===== src/rtl/mda_crtc.sv =====
// MDA-style 6845 CRTC register file: I/O decode, cursor/blink control, double-buffered addresses.
// Optional build macro MDA_CRTC_READBACK_EN adds readback of R10-R13 and the mode register.
module mda_crtc (
  input  logic        iClk,
  input  logic        iRstN,
  input  logic [15:0] iIoAddr,
  input  logic [7:0]  iIoData,
  input  logic        iIoWr,
  input  logic        iIoRd,
  output logic [7:0]  oIoData,
  output logic        oIoSel,
  input  logic        iVSync,
  input  logic        iBlank,
  output logic [13:0] oStartAddr,
  output logic [13:0] oCursorAddr,
  output logic [4:0]  oCursorStart,
  output logic [4:0]  oCursorEnd,
  output logic        oCursorOn,
  output logic        oVideoEn,
  output logic        oBlinkEn
);

  logic       is_index, is_data, is_mode, is_status, vsync_rise;
  logic [4:0] index_q, index_d;
  // Only R10-R15 affect outputs or reads; writes to the other valid indices are discarded.
  logic [6:0] r10_q, r10_d;
  logic [4:0] r11_q, r11_d;
  logic [5:0] r12_q, r12_d, r14_q, r14_d;
  logic [7:0] r13_q, r13_d, r15_q, r15_d;
`ifdef MDA_CRTC_READBACK_EN
  logic [7:0] mode_q, mode_d;
  assign oVideoEn = mode_q[3];
  assign oBlinkEn = mode_q[5];
`else
  logic [1:0] mode_q, mode_d;  // {bit5, bit3}
  assign oVideoEn = mode_q[0];
  assign oBlinkEn = mode_q[1];
`endif
  logic [4:0]  blink_cnt_q;
  logic        vsync_q;
  logic [13:0] start_q, cursor_q;
  logic [7:0]  io_data_q, rd_data;
  logic        io_sel_q, rd_sel, blink_ok;

  assign is_index   = (iIoAddr[15:3] == 13'h0076) & ~iIoAddr[0];
  assign is_data    = (iIoAddr[15:3] == 13'h0076) & iIoAddr[0];
  assign is_mode    = (iIoAddr == 16'h03B8);
  assign is_status  = (iIoAddr == 16'h03BA);
  assign vsync_rise = iVSync & ~vsync_q;

  always_comb begin
    index_d = index_q;
    r10_d   = r10_q;
    r11_d   = r11_q;
    r12_d   = r12_q;
    r13_d   = r13_q;
    r14_d   = r14_q;
    r15_d   = r15_q;
    mode_d  = mode_q;
    if (iIoWr) begin
      if (is_index) index_d = iIoData[4:0];
      if (is_data) begin
        case (index_q)
          5'd10:   r10_d = iIoData[6:0];
          5'd11:   r11_d = iIoData[4:0];
          5'd12:   r12_d = iIoData[5:0];
          5'd13:   r13_d = iIoData;
          5'd14:   r14_d = iIoData[5:0];
          5'd15:   r15_d = iIoData;
          default: ;
        endcase
      end
`ifdef MDA_CRTC_READBACK_EN
      if (is_mode) mode_d = iIoData;
`else
      if (is_mode) mode_d = {iIoData[5], iIoData[3]};
`endif
    end
  end

  // Read mux sees pre-write state, so a simultaneous write is not visible to the read.
  always_comb begin
    rd_sel  = 1'b1;
    rd_data = 8'h00;
    if (is_index) begin
      rd_data = {3'b000, index_q};
    end else if (is_data) begin
      case (index_q)
`ifdef MDA_CRTC_READBACK_EN
        5'd10:   rd_data = {1'b0, r10_q};
        5'd11:   rd_data = {3'b000, r11_q};
        5'd12:   rd_data = {2'b00, r12_q};
        5'd13:   rd_data = r13_q;
`endif
        5'd14:   rd_data = {2'b00, r14_q};
        5'd15:   rd_data = r15_q;
        default: rd_data = 8'h00;
      endcase
    end else if (is_mode) begin
`ifdef MDA_CRTC_READBACK_EN
      rd_data = mode_q;
`else
      rd_data = 8'hFF;
`endif
    end else if (is_status) begin
      rd_data = {4'hF, iVSync, 2'b00, iBlank};
    end else begin
      rd_sel = 1'b0;
    end
  end

  // Blink phases: visible while the selected counter bit is low.
  always_comb begin
    blink_ok = 1'b1;
    case (r10_q[6:5])
      2'b00:   blink_ok = 1'b1;
      2'b01:   blink_ok = 1'b0;
      2'b10:   blink_ok = ~blink_cnt_q[3];
      default: blink_ok = ~blink_cnt_q[4];
    endcase
  end

  assign oCursorOn    = blink_ok & oVideoEn & (r11_q >= r10_q[4:0]);
  assign oCursorStart = r10_q[4:0];
  assign oCursorEnd   = r11_q;
  assign oStartAddr   = start_q;
  assign oCursorAddr  = cursor_q;
  assign oIoData      = io_data_q;
  assign oIoSel       = io_sel_q;

  always_ff @(posedge iClk) begin
    if (!iRstN) begin
      index_q     <= '0;
      r10_q       <= 7'h0B;
      r11_q       <= 5'h0C;
      r12_q       <= '0;
      r13_q       <= '0;
      r14_q       <= '0;
      r15_q       <= '0;
      mode_q      <= '0;
      blink_cnt_q <= '0;
      vsync_q     <= 1'b0;
      start_q     <= '0;
      cursor_q    <= '0;
      io_data_q   <= '0;
      io_sel_q    <= 1'b0;
    end else begin
      index_q <= index_d;
      r10_q   <= r10_d;
      r11_q   <= r11_d;
      r12_q   <= r12_d;
      r13_q   <= r13_d;
      r14_q   <= r14_d;
      r15_q   <= r15_d;
      mode_q  <= mode_d;
      vsync_q <= iVSync;
      // Latch from next-state so a write on the edge cycle is shown this frame.
      if (vsync_rise) begin
        blink_cnt_q <= blink_cnt_q + 5'd1;
        start_q     <= {r12_d, r13_d};
        cursor_q    <= {r14_d, r15_d};
      end
      if (iIoRd) begin
        io_data_q <= rd_data;
        io_sel_q  <= rd_sel;
      end
    end
  end

endmodule


===== config.mk =====
export PLATFORM = sky130hd
export DESIGN_NAME = mda_crtc
export DESIGN_NICKNAME = d
export VERILOG_FILES = /design/src/rtl/mda_crtc.sv
export SDC_FILE = /design/constraint.sdc
export NUM_CORES = 1
export LEC_CHECK = 0
export CAP_MARGIN = 20
export CORE_MARGIN = 8
export CORE_UTILIZATION = 48
export DETAILED_ROUTE_END_ITERATION = 7
export GPL_TIMING_DRIVEN = 0
export PLACE_DENSITY = 0.76
export SYNTH_ARGS = -nofsm -noshare
export SYNTH_HDL_FRONTEND = slang
export SYNTH_SLANG_ARGS = --single-unit

===== constraint.sdc =====
create_clock -name iClk -period 5.69 [get_ports iClk]
set_input_delay 0.8535 -clock iClk [delete_from_list [all_inputs] [get_ports iClk]]
set_output_delay 0.8535 -clock iClk [all_outputs]
set_load 0.02 [all_outputs]

==> results of run 1 <==
==> critical path, cell delays in order (launching register included) <==
cell and delay, ns:
dfxtp_1 0.36, inv_1 0.05, ha_1 0.26, nand2b_1 0.14, a21oi_1 0.17, nor2b_1 0.06, o211ai_1 0.15, a21oi_1 0.09
clkdlybuf4s50_1 0.54
==> logic make-up after synthesis <==
| group | count (synthesis) | share of synthesized area (%) |
|---|---|---|
| buf+inv | 39 | 4.70 |
| xor+xnor | 4 | 0.901 |
| flops | 90 | 46.3 |
| simple gates | 122 | 20.9 |
| compound gates | 98 | 13.6 |
| mux | 45 | 11.7 |
| fa+ha+maj | 6 | 1.93 |
==> path summary, 6_finish.rpt <==
| kind | depth (start not counted) | startpoint | to |
|---|---|---|---|
| max | 8 | oCursorEnd[0] | oCursorOn |
| min | 2 | oIoData[7] | oIoData[7] |
| max reg2reg | 6 | index_q[3] | oCursorAddr[7] |
| min reg2reg | 2 | oIoData[7] | oIoData[7] |
==> power breakdown <==
group	internal, uW	switching [uW]	total [uW]
Clock	254	217	471
Combinational	59.6	69.3	129
Sequential	644	8.76	653
Total	958	295	1250
==> stage by stage <==
step	hold WS (ns)	setup slack, ns	power [uW]
2_1_floorplan	0.458	3.28	726
3_3_place_gp	0.447	2.56	794
3_5_place_dp	0.446	2.53	796
4_1_cts	0.462	2.63	1260
5_1_grt	0.516	2.54	1300
6_report	0.459	2.66	1250
==> sequential cells by signal (all words and copies together) (netlist names), 6 cells and up <==
signal,count
r14_q,6
r13_q,8
r12_q,6
r15_q,8
r10_q,7
oStartAddr,14
oIoData,8
oCursorAddr,14
==> cell type report <==
class,count,area (sq um),share of cell area [%]
clock buffers,11,141,2.84
clock inverters,3,65.1,1.30
plain buffers,32,156,3.14
flip-flops and latches,90,1800,36.1
well taps,105,131,2.63
inverters,7,26.3,0.527
repair buffers,76,761,15.3
multi-input cells,275,1900,38.2
==> metal layers <==
layer  GRT usage [%]  share of wire [%]  up-vias
met3            5.81                6.9       14
li1                -                  -     1592
met4            6.53                2.0        0
met1            24.1                 47     1530
met5               0                  0        -
met2            28.0                 44      109
==> Yosys cell counts, drive strengths merged <==
| master | instances |
|---|---|
| a21boi | 6 |
| a21oi | 42 |
| a31oi | 2 |
| and2 | 6 |
| and3 | 1 |
| and3b | 1 |
| and4b | 1 |
| and4bb | 1 |
| buf | 9 |
| clkbuf | 23 |
| dfxtp | 90 |
| ha | 6 |
| inv | 7 |
| mux2 | 3 |
| mux2i | 42 |
| nand2 | 21 |
| nand2b | 4 |
| nand3 | 10 |
| nand4 | 3 |
| nand4b | 4 |
| nor2 | 5 |
| nor2b | 43 |
| nor3 | 4 |
| nor3b | 1 |
| nor4 | 7 |
| nor4b | 3 |
| o211ai | 5 |
| o21ai | 41 |
| o31ai | 1 |
| o32a | 1 |
| or4 | 3 |
| or4b | 2 |
| or4bb | 2 |
| xnor2 | 3 |
| xor2 | 1 |
==> flow_summary_export.csv, run 1 <==
group,metric,value,unit
global_route,grt_pass1_vias,3232,
floorplanning,core_area,0.00805,sq mm
clock_network,cts_sinks,90,
cells_and_area,drive_gt1_share,7.09,%
clock_network,clk_pin_slew_worst_paths,0.08,ns
clock_network,cts_made_buffers,9,
power,leakagePower,0.00182,uW
min_path,min_path_type,"flop to flop",
routing,drt_iter0_markers,115,
yosys,synth_top_area_share,46.3,%
cells_and_area,final_cells,599,
yosys,synthCells,404,
status,outcome,"complete, no violations",
yosys,yosysSeqAreaShare,46.3,%
routing,drtPass1Iterations,4,
yosys,ys_types,44,
worst_setup_path,crit_type,"flop to primary output",
global_route,antenna_found_initial,0,
floorplanning,rows,33,
routing,wl_per_cell,16.9,microns
timing,setup_tns,0,ns
place,placed_cells,585,
worst_setup_path,worstPathMaxFanout,3,
cells_and_area,area_growth,28.3,%
cells_and_area,utilization,61.9,%
worst_setup_path,cp-start-kind,"flop",
yosys,synth_area,0.00389,sq mm
floorplanning,dieHeight,106,microns
clock_network,post_cts_buffers,0,
yosys,syn_area_per_cell,9.62,sq um
yosys,synth-seq-cells,90,
job,cap_violations,0,
cells_and_area,diodes,0,
floorplanning,initial_utilization,48.3,%
worst_setup_path,arrival,2.17,ns
global_route,track_usage,18.4,%
routing,vias,3245,
worst_setup_path,worstPathRequired,4.84,ns
yosys,syn-num-nets,440,
yosys,yosysWarnings,0,
clock_network,cts_tree,"built",
clock_network,cts_resized,0,
routing,ant_nets,0,
place,place_area,0.00478,sq mm
yosys,yosys-top-cells-area,"dfxtp_1 46%, mux2i_1 11%, nor2b_1 6.9%, a21oi_1 5.4%, o21ai_0 5.3%",
routing,viasPerCell,5.42,
clock_network,postCtsHoldBufs,0,
timing,rsz0062_at_grt,"no",
global_route,grt_start_max_net_pins,14,
floorplanning,ioPinCount,80,
cells_and_area,final_common_cell,"dfxtp_1",
floorplanning,dieWidth,106,microns
cells_and_area,fillers,690,
power,p_per_area,251,mW/mm^2
global_route,grt_overflow,0,
cells_and_area,layout.nets,527,
timing,setup_viol_count_final,0,
clock_network,clockBufferDepth,2,
routing,drc_errors,0,
yosys,synth_area_leader_cell,"dfxtp_1",
cells_and_area,postLayoutCellArea,0.00499,sq mm
clock_network,clockRootBuffer,"clkbuf_8",
routing,wl,10100,microns
timing,slew_violations,0,
clock_network,insertion_delay,0.36,ns
timing,fmax,330,MHz
timing,tightestPinTransition,0.675,ns
timing,finClkSkew,0.00576,ns
place,dpl.hpwl,7430,microns
cells_and_area,layout_common_cells,"90 x dfxtp_1, 76 x clkdlybuf4s50_1, 43 x nor2b_1",
timing,timing.final.hold_violations,0,
power,ir_drop,0.000164,V
timing,fin_crit,3.03,ns
floorplanning,fp.dieArea,0.0112,sq mm
global_route,grt_pass1_wl,16600,microns
place,place_congestion,0.863,
timing,slew_headroom,54.7,%
place,portBuffers,76,
timing,post-route-period-util,53.2,%
worst_setup_path,r2r_slack,3.70,ns
clock_network,htreeDepth,3,
worst_setup_path,end_kind,"primary output",
No activity file was read; power rests on OpenSTA's default activity.
==> run 2, diff against run 1 <==
Clock period 5.69 ns to 2.9 ns, I/O delays scaled along.
==> results of run 2 <==
The final DEF is identical to that of run 1. Status: complete, no violations.
Among the figures that moved: setup slack after placement 2.53 ns -> 0.161 ns; setup slack after layout 2.66 ns -> 0.291 ns; register-to-register setup slack 3.70 ns -> 0.91 ns; total power 1250 uW -> 2460 uW; worst IR drop on VDD 0.000164 V -> 0.000321 V
==> run 3, diff against run 2 <==
Settings changed: CORE_MARGIN 8 to 5.
==> flow_summary_export.csv, run 3 (synthesis results as in run 1) <==
group,metric,value,unit
status,outcome,"complete, no violations",
worst_setup_path,crit_type,"flop to primary output",
worst_setup_path,worstPathMaxFanout,3,
place,place_congestion,0.903,
floorplanning,ioPinCount,80,
routing,vias,3227,
worst_setup_path,reg2reg_depth,6,
clock_network,cts_made_buffers,9,
worst_setup_path,end_kind,"primary output",
timing,hold-worst-slack,0.461,ns
clock_network,clockBufferDepth,2,
clock_network,post_cts_buffers,0,
job,cap_violations,0,
worst_setup_path,r2r-start,"index_q[3]",
routing,drc_errors,0,
clock_network,insertion_delay,0.36,ns
timing,slew_headroom,53.8,%
power,power_frac_comb,10.0,%
routing,drtPass1Iterations,5,
routing,drt_iter0_markers,143,
clock_network,cts_tree,"built",
timing,setup_tns,0,ns
worst_setup_path,critPathTopFamily,"buffers and inverters",
power,power_report.internal_total,1910,uW
clock_network,postCtsHoldBufs,0,
cells_and_area,layout_common_cells,"90 x dfxtp_1, 76 x clkdlybuf4s50_1, 43 x nor2b_1",
timing,fin_crit,2.58,ns
min_path,hold_start,"oIoData[0]",
timing,fmax,387,MHz
worst_setup_path,max_stage_delay,0.54,ns
timing,timing.final.hold_violations,0,
timing,setup_viol_count_final,0,
worst_setup_path,cp-start-kind,"flop",
place,portBuffers,76,
power,leakagePower,0.00183,uW
routing,viasPerCell,5.41,
worst_setup_path,arrival,2.15,ns
global_route,track_usage,20.7,%
timing,post-route-period-util,89.1,%
clock_network,cts_sinks,90,
cells_and_area,area_growth,28.6,%
min_path,hold_depth,2,
cells_and_area,ff_latch_area,0.00180,sq mm
power,p_per_area,503,mW/mm^2
global_route,antenna_found_initial,0,
floorplanning,rows,32,
power,clkPwrFrac,39.1,%
clock_network,clockRootBuffer,"clkbuf_8",
clock_network,cts_resized,0,
global_route,grt_pass1_vias,3213,
routing,ant_nets,0,
global_route,grt_pass1_wl,16400,microns
timing,slew_violations,0,
floorplanning,fp.dieArea,0.0100,sq mm
min_path,holdPathEnd,"oIoData[0]",
worst_setup_path,r2r-end,"oCursorAddr[13]",
place,dpl.hpwl,7320,microns
clock_network,clk_pin_slew_worst_paths,0.09,ns
global_route,grt_start_max_net_pins,15,
floorplanning,core_area,0.00781,sq mm
routing,wl_per_cell,17.2,microns
clock_network,htreeDepth,3,
place,place_area,0.00478,sq mm
worst_setup_path,cp_common_cell,"a21oi_1",
floorplanning,initial_utilization,49.8,%
global_route,grt_overflow,0,
cells_and_area,drive_gt1_share,7.47,%
timing,tightestPinTransition,0.688,ns
floorplanning,dieWidth,100,microns
worst_setup_path,worstPathRequired,2.47,ns
power,power_frac_seq,50.9,%
power,ir_drop,0.000310,V
cells_and_area,fillers,670,
cells_and_area,final_common_cell,"dfxtp_1",
routing,wl,10300,microns
power,p_sw_share,24.1,%
floorplanning,dieHeight,100,microns
cells_and_area,diodes,0,
power,p_switching,606,uW
cells_and_area,layout.nets,527,
worst_setup_path,worstPathCellList,"inv_1, ha_1, nand2b_1, a21oi_1, nor2b_1, o211ai_1, a21oi_1, clkdlybuf4s50_1",
timing,finClkSkew,0.00841,ns
timing,rsz0062_at_grt,"no",
min_path,min_path_type,"flop to flop",
worst_setup_path,cp.buffers_inverters,2,
worst_setup_path,r2r_slack,0.85,ns
cells_and_area,postLayoutCellArea,0.00500,sq mm
cells_and_area,multi_input_area,0.00190,sq mm
worst_setup_path,crit_path_top_delay_cell,"clkdlybuf4s50_1",
-- run 3: changes by cell type in the layout (fill, tap and decap cells not counted), sizes merged --
cell	delta
inv	+1
-- run 3: how the worst max path moves through the flow --
stage / from / slack, ns / to / cells after the start
2_1_floorplan: iIoAddr[3] / 0.91 / oCursorAddr[10] / 7
3_3_place_gp: iIoAddr[13] / 0.19 / oStartAddr[8] / 6
3_5_place_dp: iIoAddr[13] / 0.18 / oStartAddr[12] / 6
4_1_cts: oCursorEnd[0] / 0.28 / oCursorOn / 8
5_1_grt: oCursorEnd[0] / 0.17 / oCursorOn / 8
6_report: oCursorEnd[0] / 0.32 / oCursorOn / 8
-- run 3: power groups by stage --
stage / Combinational [uW] / Sequential [uW] / Clock (uW)
finish: 253 / 1280 / 983
detailed placement: 251 / 1310 / 0
CTS: 254 / 1280 / 986
floorplan: 85.2 / 1340 / 0
global placement: 249 / 1310 / 0
global route: 272 / 1290 / 1050
-- run 3: through the flow --
stage	setup slack [ns]	cells	power (uW)	utilization [%]
2_1_floorplan	0.906	404	1420	-
3_3_place_gp	0.195	582	1560	61.2
3_5_place_dp	0.179	582	1560	61.2
4_1_cts	0.283	597	2520	64.1
5_1_grt	0.165	597	2610	64.1
6_report	0.317	597	2520	64.1
-- run 3: layout make-up --
| cell class | instances | area share (%) |
|---|---|---|
| buffer | 32 | 3.13 |
| clock buffer | 11 | 3.03 |
| clock inverter | 4 | 1.48 |
| inverter | 7 | 0.525 |
| multi-input combinational | 275 | 38.1 |
| sequential | 90 | 36.0 |
| tap | 102 | 2.55 |
| timing repair buffer | 76 | 15.2 |
-- run 3: per-layer routing --
| layer | routed length (microns) | vias up | global-route usage [%] |
|---|---|---|---|
| li1 | - | 1589 | - |
| met1 | 4750 | 1512 | 27.1 |
| met2 | 4640 | 106 | 33.5 |
| met3 | 662 | 20 | 4.86 |
| met4 | 214 | 0 | 7.15 |
| met5 | 0 | - | 0 |
-- run 3: worst reg2reg max path: cells and delay by family (launching register included) --
| kind | cells | cell delay, ns |
|---|---|---|
| multiplexers | 1 | 0.29 |
| AND/OR/NAND/NOR | 3 | 0.93 |
| buffers and inverters | 1 | 0.20 |
| flip-flops | 1 | 0.40 |
| AO/OA/AOI/OAI | 1 | 0.11 |
